==> src/rtl/ahb_req_arbiter.sv <==
// Two-requester round-robin front end for a single AHB-Lite manager port.
// Issues single NONSEQ transfers with a pipelined address slot (A) and data slot (D).
module ahb_req_arbiter #(
    parameter int ADDR_W = 32,
    parameter int DATA_W = 32
) (
    input  logic              HCLK,
    input  logic              HRESETn,

    input  logic              req0_valid,
    output logic              req0_ready,
    input  logic [ADDR_W-1:0] req0_addr,
    input  logic [DATA_W-1:0] req0_wdata,
    input  logic [2:0]        req0_size,
    input  logic              req0_write,

    input  logic              req1_valid,
    output logic              req1_ready,
    input  logic [ADDR_W-1:0] req1_addr,
    input  logic [DATA_W-1:0] req1_wdata,
    input  logic [2:0]        req1_size,
    input  logic              req1_write,

    output logic              rsp_valid,
    output logic              rsp_id,
    output logic [DATA_W-1:0] rsp_rdata,
    output logic              rsp_err,

    output logic [ADDR_W-1:0] HADDR,
    output logic [DATA_W-1:0] HWDATA,
    output logic [2:0]        HSIZE,
    output logic [1:0]        HTRANS,
    output logic              HWRITE,
    input  logic              HREADY,
    input  logic [DATA_W-1:0] HRDATA,
    input  logic              HRESP
);

    localparam logic [1:0] TRANS_IDLE   = 2'b00;
    localparam logic [1:0] TRANS_NONSEQ = 2'b10;

    // Address slot: HADDR/HSIZE/HWRITE double as A's fields.
    logic              a_valid;
    logic              a_id;
    logic [DATA_W-1:0] a_wdata;

    // Data slot: HWDATA doubles as D's write data.
    logic              d_valid;
    logic              d_id;
    logic              d_write;

    logic              last_grant;

    logic              adv;
    logic              winner;
    logic              accept;
    logic [ADDR_W-1:0] sel_addr;
    logic [DATA_W-1:0] sel_wdata;
    logic [2:0]        sel_size;
    logic              sel_write;

    // Handshake: a command transfers on a rising edge where reqN_valid and
    // reqN_ready are both high; ready is only raised for the arbitration winner.
    always_comb begin
        adv       = !a_valid || HREADY;
        winner    = (req0_valid && req1_valid) ? !last_grant : req1_valid;
        accept    = HRESETn && adv && (req0_valid || req1_valid);
        sel_addr  = winner ? req1_addr  : req0_addr;
        sel_wdata = winner ? req1_wdata : req0_wdata;
        sel_size  = winner ? req1_size  : req0_size;
        sel_write = winner ? req1_write : req0_write;
    end

    assign req0_ready = accept && !winner;
    assign req1_ready = accept && winner;
    assign HTRANS     = a_valid ? TRANS_NONSEQ : TRANS_IDLE;

    always_ff @(posedge HCLK) begin
        if (!HRESETn) begin
            a_valid    <= 1'b0;
            a_id       <= 1'b0;
            a_wdata    <= '0;
            d_valid    <= 1'b0;
            d_id       <= 1'b0;
            d_write    <= 1'b0;
            last_grant <= 1'b1;
            HADDR      <= '0;
            HWDATA     <= '0;
            HSIZE      <= 3'd0;
            HWRITE     <= 1'b0;
            rsp_valid  <= 1'b0;
            rsp_id     <= 1'b0;
            rsp_rdata  <= '0;
            rsp_err    <= 1'b0;
        end else begin
            // Retire D: the response reflects HRDATA/HRESP on this edge.
            rsp_valid <= d_valid && HREADY;
            if (d_valid && HREADY) begin
                rsp_id    <= d_id;
                rsp_err   <= HRESP;
                rsp_rdata <= d_write ? '0 : HRDATA;
            end

            if (a_valid && HREADY) begin
                d_valid <= 1'b1;
                d_id    <= a_id;
                d_write <= HWRITE;
                HWDATA  <= a_wdata;
            end else if (HREADY) begin
                d_valid <= 1'b0;
            end

            if (accept) begin
                a_valid    <= 1'b1;
                a_id       <= winner;
                a_wdata    <= sel_wdata;
                HADDR      <= sel_addr;
                HSIZE      <= sel_size;
                HWRITE     <= sel_write;
                last_grant <= winner;
            end else if (HREADY) begin
                a_valid <= 1'b0;
            end
        end
    end

endmodule
==> config.mk <==
export PLATFORM = sky130hd
export DESIGN_NAME = ahb_req_arbiter
export DESIGN_NICKNAME = d
export VERILOG_FILES = /design/src/rtl/ahb_req_arbiter.sv
export SDC_FILE = /design/constraint.sdc
export NUM_CORES = 1
export LEC_CHECK = 0
export ABC_AREA = 1
export ABC_CLOCK_PERIOD_IN_PS = 1200
export BUFFER_PORTS_ARGS = -buffer_cell sky130_fd_sc_hd__buf_2
export CAP_MARGIN = 0
export CORE_ASPECT_RATIO = 1.4
export CORE_MARGIN = 2
export CORE_UTILIZATION = 40
export CTS_CLUSTER_DIAMETER = 50
export DETAILED_ROUTE_END_ITERATION = 16
export PLACE_DENSITY = 0.73
export SLEW_MARGIN = 20
export SYNTH_ARGS = -nofsm -noshare
export SYNTH_HDL_FRONTEND = slang
export SYNTH_SLANG_ARGS = --single-unit
==> constraint.sdc <==
create_clock -name HCLK -period 1.2 [get_ports HCLK]
set_input_delay 0.18 -clock HCLK [delete_from_list [all_inputs] [get_ports HCLK]]
set_output_delay 0.18 -clock HCLK [all_outputs]
set_load 0.005 [all_outputs]
# After elaboration in Yosys (flattened, before gate mapping)
# Cells that the tools add are included.
# word_totals
regBits	141
in_bits	174
out_inout_bits	107
word_cells	39
# op_classes
mux	10
n_reduce_logical	14
# op_table
cell	n
$mux 32	3
$logic_and 1x1->1	7
$mux 1	5
$reduce_bool 2->1	2
$logic_not 1->1	3
$mux 3	1
$logic_or 1x1->1	2
$mux 2	1

# Depth between registers and ports, before layout
# Gate-level depths: netlist of run 1.
# depth
ltp_word	5
mapped_depth	8
depth_no_buf	7

# Least setup slack after synthesis of run 1
# Ideal clock, no wire load.
# synth_timing
path_kind	register to register
start	register d_valid
end	register rsp_rdata[10]
setup_time_ns	0.126
t_arrival_ns	0.945
required_time_ns	1.074
setup_slack_ns	0.129
stages_incl_launch_ff	6
n_path_buf	1
period_less_slack_ns	1.071
cell_sequence	dfxtp_1 > nand2_1 > inv_1 > nand2_1 > clkbuf_1 > o21ai_0
# synth_via
elab_chain_cells	1
# synth_lines
item	line	rtl
start, declared	48	logic d_valid;
start signal, assigned	83	d_valid <= 1'b0;
start signal, assigned	105	d_valid <= 1'b1;
start signal, assigned	110	d_valid <= 1'b0;
$logic_and 1x1->1	98	if (d_valid && HREADY) begin
end signal, assigned	101	rsp_rdata <= d_write ? '0 : HRDATA;
end, declared	26	output logic [DATA_W-1:0] rsp_rdata,
# No other way between the ends.
# A chain may end at the register's enable or synchronous reset.

# Worst setup path after layout of run 1
# layout_timing
start	register last_grant
end	output port req1_ready
# layout_via
elab_chain_cells	3
# layout_lines
item	line	rtl
start, declared	52	logic last_grant;
start signal, assigned	120	last_grant <= winner;
$logic_not 1->1	66	winner = (req0_valid && req1_valid) ? !last_grant : req1_valid;
$mux 1	66	
$logic_and 1x1->1	75	assign req1_ready = accept && winner;
end, declared	18	output logic req1_ready,
# No other way between the ends.

==> results of run 1 <==
-- worst max-delay path: stages (launching register included) --
cell and delay (ns):
dfxtp_2 0.33, nand2_4 0.07, nand2_4 0.07, buf_6 0.13, nor2_4 0.13, buf_6 0.11
-- final cells by class --
cell class | count | share of cell area (%)
repair buffers | 327 | 24.0
well taps | 189 | 2.82
multi-input cells | 633 | 32.8
diodes | 3 | 0.0895
clock inverters | 12 | 1.10
inverters | 8 | 0.358
clock buffers | 19 | 5.16
flip-flops and latches | 141 | 33.7
-- worst min path at each step --
| stage | startpoint | end | slack [ns] | cells after the start |
|---|---|---|---|---|
| 2_1_floorplan | HRDATA[11] | rsp_rdata[11] | 0.34 | 2 |
| 3_3_place_gp | a_wdata[26] | a_wdata[26] | 0.45 | 2 |
| 3_5_place_dp | a_wdata[19] | a_wdata[19] | 0.45 | 2 |
| 4_1_cts | HRDATA[14] | rsp_rdata[14] | 0.01 | 3 |
| 5_1_grt | HRDATA[31] | rsp_rdata[31] | 0.03 | 3 |
| 6_report | HRDATA[15] | rsp_rdata[15] | 0.03 | 3 |
-- timing repair --
action,in CTS,in global routing
endpoints found under the setup margin,6,103
pin swaps,4,6
resized for setup,18,12
buffers inserted,7,2
cloned,1,2
-- synth_stat cells (2+ instances only) --
cell type	number	area (µm²)
buf_1	5	18.8
o21ai_0	68	340
dfxtp_1	141	2820
buf_4	13	97.6
clkbuf_1	27	101
inv_2	2	7.51
nand2_1	314	1180
nor2_1	72	270
buf_2	20	100
buf_6	2	22.5
nor2_4	2	22.5
inv_1	5	18.8
nand3_1	100	500
a21oi_1	72	360
nand2_2	4	25.0
-- sequential cells by signal, indices dropped and copies added (netlist names), 3 cells and up --
name / cells
a_wdata: 32
HWDATA: 32
rsp_rdata: 32
HSIZE: 3
HADDR: 32
-- power breakdown --
group | internal (mW) | switching, mW
Combinational | 0.856 | 0.994
Sequential | 4.93 | 0.124
Clock | 2.64 | 2.01
Total | 8.43 | 3.13
-- metrics by stage --
| stage | utilization (%) | power, mW | TNS, ns |
|---|---|---|---|
| detailed placement | 53.0 | 6.88 | -1.96 |
| floorplan | - | 6.06 | 0 |
| global placement | 53.0 | 6.86 | -1.29 |
| CTS | 57.6 | 11.6 | -6.16 |
| global route | 58.0 | 12.1 | -6.97 |
| finish | 58.1 | 11.6 | -1.34 |
-- kinds of logic (layout without fill, tap and decap cells) --
group	count (synthesis)	in the layout	synth area share (%)
DFF	141	141	47.8
AOI/OAI and AO/OA	140	140	11.9
buffers and inverters	76	366	6.40
and+or+nand+nor	492	492	33.8
other	1	4	0.0635
-- layout by cell type, fill, tap and decap left out, drive strengths merged --
cell type and instances:
buf 325, clkinv 7, diode 3, clkbuf 21, nor2 74, nand2 318
o21ai 68, dfxtp 141, conb 1, clkinvlp 4, a21oi 72, nand3 100
inv 9
-- routing by layer --
layer | up-vias | routed length, µm | GRT usage (%) | share of wire, %
li1 | 3305 | - | - | -
met1 | 2904 | 7560 | 26.3 | 41
met2 | 265 | 9260 | 40.0 | 50
met3 | 29 | 1280 | 5.34 | 6.9
met4 | 0 | 380 | 9.09 | 2.1
met5 | - | 0 | 0 | 0
==> reports/results.ini, run 1 <==
[global_route]
grt_pass1_wl_um = 28700
antenna_found_initial = 3
track_usage_pct = 22.7
grt_overflow_total = 0
grt_max_degree = 43
grt_pass1_vias = 6017

[placement]
pre_cts_ws_ns = -0.0930
place.gp.congestion = 0.881
place_area_mm2 = 0.00765
io_buffers = 279
dp_hpwl_um = 12800
dp_cells = 1290

[timing]
skew_ns = 0.00803
finalHoldViolCount = 0
rsz0062_at_grt = yes
setup_viol = 47
setup_slack_ns = -0.233
whs_ns = 0.0321
min_period_ns = 1.43
finalCritPeriodShare_pct = 119
fmax_mhz = 698
maxSlewViolCount = 0

[final_layout]
area.sequential_mm2 = 0.00283
n_fill_cell = 1420
layout-drive-gt1-share_pct = 32.7
finalNonFillerCells = 1332
multi_input_area_mm2 = 0.00275
nets = 1302
areaGrowthSynthToFinish_pct = 42.1
final_area_mm2 = 0.00839

[floorplanning]
die_area_mm2 = 0.0158
rows = 52
ioPinCount = 281
initial_utilization_pct = 40.9
dieHeight_um = 148
core_mm2 = 0.0144
die_w_um = 107

[clocking]
htreeDepth = 4
clk_latency_ns = 0.42
postCtsHoldBufs = 0
cts_buffers = 17
clock-sinks = 141
cts-root-buf = clkbuf_16
clk_pin_slew_worst_paths_ns = 0.06
cts_tree = done
cts_buffer_depth = 2

[power_and_ir_drop]
irDropWorstVdd_mv = 0.763
leakagePower_nw = 4.23
power_density_mw_per_mm2 = 1380

[synthesis]
synth_edf_count = 0
synthCells = 850
synthesis.nets = 1024
async_flop_share_pct = 0
ys_types = 18
synth_seq_area_share_pct = 47.8
avgSynthCellArea_um2 = 6.94
synth_ff_type = dfxtp_1
yosysWarnings = 0
netlist_area_mm2 = 0.00590
synth_seq_cells = 141

[flow_run]
cap_violations = 0

[status]
status = finished with violations
violations = negative setup slack

[setup_path]
cp-startpoint = last_grant
r2r-end = a_wdata[31]
path_class = flip-flop to primary output
worst_setup_path_end_kind = primary output
r2r_setup_slack_ns = -0.07
cp.required_ns = 1.02
reg2reg_depth = 7
endpoint = req1_ready
cp.arrival_ns = 1.25
start_kind = flip-flop
r2r-start = a_valid
path_max_fanout = 3

[drt]
finalWirelength_um = 18500
vias = 6503
avgViaCountPerCell = 4.88
drcViolationCount = 0
ant_nets = 0
firstDrtPassIters = 7
routedWlPerCell_um = 13.9
drt_iter0_markers = 381

[hold_path]
hp-class = input port to flip-flop

Power figures use the tool's default switching activity.
==> run 2: changes to the inputs <==
--- a/config.mk
+++ b/config.mk
@@ -16,2 +16,3 @@
 export DETAILED_ROUTE_END_ITERATION = 16
+export GPL_TIMING_DRIVEN = 0
 export PLACE_DENSITY = 0.73
==> constraint.sdc (replaced) <==
create_clock -name HCLK -period 1.2 [get_ports HCLK]
set_input_delay 0.12 -clock HCLK [delete_from_list [all_inputs] [get_ports HCLK]]
set_output_delay 0.12 -clock HCLK [all_outputs]
set_load 0.005 [all_outputs]
==> reports/results.ini, run 2 (same netlist as run 1, synthesis figures left out) <==
[final_layout]
layout-drive-gt1-share_pct = 34.4
final_common_cell = nand2_1
nets = 1365
areaGrowthSynthToFinish_pct = 51.7
mostFrequentLayoutCells = 300 x nand2_1, 283 x buf_2, 139 x dfxtp_1, 98 x nand3_1, 71 x nor2_1

[timing]
fmax_mhz = 706
skew_ns = 0.0100
min_period_ns = 1.42
setup_tns_ns = -0.590
finalCritPeriodShare_pct = 118
rsz0062_at_grt = yes
worstMarginPinSlew_ns = 0.596
setup_viol = 19
maxSlewViolCount = 0
finalHoldViolCount = 0
setup_slack_ns = -0.217
relSlewSlack_pct = 60.3
whs_ns = 0.0142

[setup_path]
max_stage_delay_ns = 0.33
crit_chain = nand2_4, nand2_4, nor2_4, buf_6, nand2_4, inv_2, buf_6
path_max_fanout = 3
worst_setup_path_end_kind = primary output
crit_slowest_cell = dfxtp_2
cp.required_ns = 1.08
critPathBufInv = 3
cp.arrival_ns = 1.30
path_class = flip-flop to primary output
critPathTopFamily = flip-flops
cp-startpoint = a_valid
cp_common_cell = nand2_4
start_kind = flip-flop
r2r-start = a_valid

[power_and_ir_drop]
swShare_pct = 26.2
irDropWorstVdd_mv = 0.771
p_seq_share_pct = 40.9
p_int_mw = 9.14
power_density_mw_per_mm2 = 1380
leakagePower_nw = 4.47
switching_power_mw = 3.25
fin_total_pwr_mw = 12.4
p_comb_share_pct = 16.2
power_frac_clock_pct = 43.0

[global_route]
grt_max_degree = 17
track_usage_pct = 24.2
grt_overflow_total = 0
antenna_found_initial = 1
grt_pass1_wl_um = 30500
grt_pass1_vias = 6578

[clocking]
clock-sinks = 141
htreeDepth = 4
cts_tree = done
cts_buffer_depth = 2
cts-root-buf = clkbuf_16
cts_buffers = 17
clk_pin_slew_worst_paths_ns = 0.06
clk_latency_ns = 0.42

[drt]
firstDrtPassIters = 6
drt_iter0_markers = 320
avgViaCountPerCell = 4.87
vias = 6793
finalWirelength_um = 19700
drcViolationCount = 0
ant_nets = 0
routedWlPerCell_um = 14.1

[floorplanning]
dieHeight_um = 148
initial_utilization_pct = 40.9
rows = 52
core_mm2 = 0.0144
die_area_mm2 = 0.0158
die_w_um = 107
ioPinCount = 281

[placement]
pre_cts_ws_ns = -0.231
io_buffers = 277
dp_hpwl_um = 14100
place.gp.congestion = 0.886

[hold_path]
hp-start = HRDATA[22]
hp-class = input port to flip-flop

[status]
status = finished with violations
violations = negative setup slack

[flow_run]
cap_violations = 0

[run 2: worst paths after layout]
| kind | to | slack (ns) | cells after the start |
|---|---|---|---|
| min reg2reg | a_wdata[16] | 0.46 | 2 |
| max | req0_ready | -0.22 | 7 |
| min | rsp_rdata[22] | 0.01 | 3 |
| max reg2reg | HADDR[14] | -0.04 | 7 |
[run 2: power groups by stage]
stage	Clock, mW	Sequential, mW	Combinational (mW)
detailed placement	0	5.16	1.65
floorplan	0	5.16	0.907
global route	5.61	5.09	2.23
CTS	5.40	5.06	1.86
global placement	0	5.15	1.64
finish	5.32	5.06	2.00
[run 2: routing by layer]
layer	wire (µm)	vias to the layer above	part of all wire (%)	global-route usage (%)
li1	-	3422	-	-
met1	7360	3090	37	24.9
met2	10400	242	53	45.2
met3	1330	39	6.8	6.48
met4	545	0	2.8	10.9
met5	0	-	0	0
[run 2: per-stage QoR]
stage / cell area [µm²] / std cells / utilization [%]
2_1_floorplan: 5900 / 850 / -
3_3_place_gp: 7520 / 1316 / 52.1
3_5_place_dp: 7520 / 1316 / 52.1
4_1_cts: 8670 / 1390 / 60.0
5_1_grt: 8950 / 1393 / 62.0
6_report: 8950 / 1394 / 62.0
[run 2: repair_timing]
action | in CTS | in global routing
setup endpoints to repair | 134 | 137
gates cloned | 1 | 3
pin swaps | 3 | 4
hold buffers | 33 | 0
gates resized for setup | 51 | 94
setup buffers | 8 | 3
endpoints found under the hold margin | 33 | 0
[run 2: layout make-up]
cell class	count	area (µm²)
inverter	8	32.5
sequential	141	2830
antenna	1	2.50
timing repair buffer	323	1890
clock buffer	21	470
tap	189	236
fill	1382	5490
clock inverter	11	131
multi-input combinational	633	2840
buffer	67	529
[run 2: worst register-to-register path: cells and delay by family (launching register included)]
kind	cells	cell delay, ns
flip-flops	1	0.33
AND/OR/NAND/NOR	4	0.30
AO/OA/AOI/OAI	1	0.13
buffers and inverters	2	0.39
==> run 3: changes to the inputs <==
ABC_CLOCK_PERIOD_IN_PS = 1400   (was 1200)
SLEW_MARGIN = default   (was 20)
clock period = 1.4 ns   (was 1.2 ns; I/O delays follow)
==> reports/results.ini, run 3 (same netlist as run 1, synthesis figures left out) <==
[status]
status = finished with violations
violations = negative setup slack

[global_route]
track_usage_pct = 24.0
grt_pass1_vias = 6540
antenna_found_initial = 1
grt_pass1_wl_um = 30200
grt_overflow_total = 0
grt_max_degree = 17

[setup_path]
cp.required_ns = 1.26
start_kind = flip-flop
cp_common_cell = buf_6
path_class = flip-flop to primary output
r2r-end = a_wdata[0]
path_max_fanout = 3
worst_setup_path_end_kind = primary output
cp.arrival_ns = 1.28
endpoint = req0_ready
crit_slowest_cell = dfxtp_2
crit_chain = nand2_4, nand2_2, nor2_4, buf_6, nand2_1, inv_2, buf_6
reg2reg_depth = 8
r2r-start = last_grant
max_stage_delay_ns = 0.33
cp-startpoint = a_valid
r2r_setup_slack_ns = 0.08

[final_layout]
final_util_pct = 59.3
area.sequential_mm2 = 0.00283
mostFrequentLayoutCells = 311 x nand2_1, 286 x buf_2, 139 x dfxtp_1, 100 x nand3_1, 72 x a21oi_1
final_area_mm2 = 0.00856
finalNonFillerCells = 1385
layout-drive-gt1-share_pct = 31.5
nets = 1355
areaGrowthSynthToFinish_pct = 45.0
final_common_cell = nand2_1
n_fill_cell = 1421
multi_input_area_mm2 = 0.00274

[power_and_ir_drop]
switching_power_mw = 2.74
power_frac_clock_pct = 43.7
swShare_pct = 26.2
fin_total_pwr_mw = 10.5
power_density_mw_per_mm2 = 1220
p_comb_share_pct = 14.8
irDropWorstVdd_mv = 0.634
p_int_mw = 7.71
p_seq_share_pct = 41.5
leakagePower_nw = 4.32

[timing]
rsz0062_at_grt = yes
whs_ns = 0.0181
relSlewSlack_pct = 66.5
finalHoldViolCount = 0
fmax_mhz = 704
skew_ns = 0.0109
setup_tns_ns = -0.0213
worstMarginPinSlew_ns = 0.503
maxSlewViolCount = 0
setup_slack_ns = -0.0213
finalCritPeriodShare_pct = 102
setup_viol = 1
min_period_ns = 1.42

[floorplanning]
initial_utilization_pct = 40.9
rows = 52
ioPinCount = 281
core_mm2 = 0.0144
die_area_mm2 = 0.0158
dieHeight_um = 148
die_w_um = 107

[drt]
drcViolationCount = 0
routedWlPerCell_um = 13.8
avgViaCountPerCell = 4.83
finalWirelength_um = 19100
drt_iter0_markers = 242
vias = 6683
firstDrtPassIters = 4
ant_nets = 0

[clocking]
clk_pin_slew_worst_paths_ns = 0.06
cts_tree = done
cts-root-buf = clkbuf_16
clock-sinks = 141
cts_buffer_depth = 2
htreeDepth = 4
clk_latency_ns = 0.42
cts_buffers = 17

[placement]
io_buffers = 277
dp_hpwl_um = 14100
dp_cells = 1316
place_area_mm2 = 0.00752
place.gp.congestion = 0.886
pre_cts_ws_ns = -0.0314

[hold_path]
hp-class = input port to flip-flop

[flow_run]
cap_violations = 0

run 3: cell types whose count changed in the layout (fill, tap and decap cells not counted), sizes merged:
cell	change
clkbuf	+6
clkinv	+1
dlygate4sd3	-6
buf	-10
inv	-1
diode	+1
run 3: critical path, delay by kind of cell (launching register included):
kind | cells | cell delay [ns]
DFF | 1 | 0.33
and+or+nand+nor | 4 | 0.29
buffers and inverters | 3 | 0.25
run 3: worst min path at each step:
stage,start,endpoint,slack [ns],cells after the start
floorplan,HRDATA[11],rsp_rdata[11],0.30,2
CTS,HRDATA[27],rsp_rdata[27],0.0005,3
detailed placement,HRDATA[26],rsp_rdata[26],0.42,3
global route,HRDATA[27],rsp_rdata[27],0.004,3
finish,HRDATA[27],rsp_rdata[27],0.02,3
global placement,HRESP,rsp_err,0.41,3
run 3: timing repair:
item	CTS	global route
hold buffers	27	0
endpoints found under the setup margin	29	78
hold endpoints to repair	27	0
pin swaps	3	1
setup buffers	7	1
resized for setup	20	19
run 3: area by class of cell:
cell class,instances,area share (%)
Tap cell,189,2.76
Buffer,68,4.65
Clock inverter,11,1.53
Timing Repair Buffer,312,20.2
Antenna cell,2,0.0585
Multi-Input combinational cell,633,32.0
Sequential cell,141,33.0
Clock buffer,21,5.50
Inverter,8,0.365
run 3: power groups by stage:
stage | combinational, mW | sequential [mW] | clock (mW)
after detailed placement | 1.42 | 4.42 | 0
after CTS | 1.53 | 4.33 | 4.63
after floorplan | 0.777 | 4.42 | 0
final | 1.54 | 4.34 | 4.57
after global routing | 1.74 | 4.36 | 4.80
after global placement | 1.41 | 4.41 | 0
run 3: routing by layer:
metal | GRT usage [%] | up-vias | wire [µm]
li1 | - | 3407 | -
met1 | 24.5 | 2990 | 7370
met2 | 44.6 | 245 | 9850
met3 | 6.53 | 41 | 1270
met4 | 11.0 | 0 | 605
met5 | 0 | - | 0
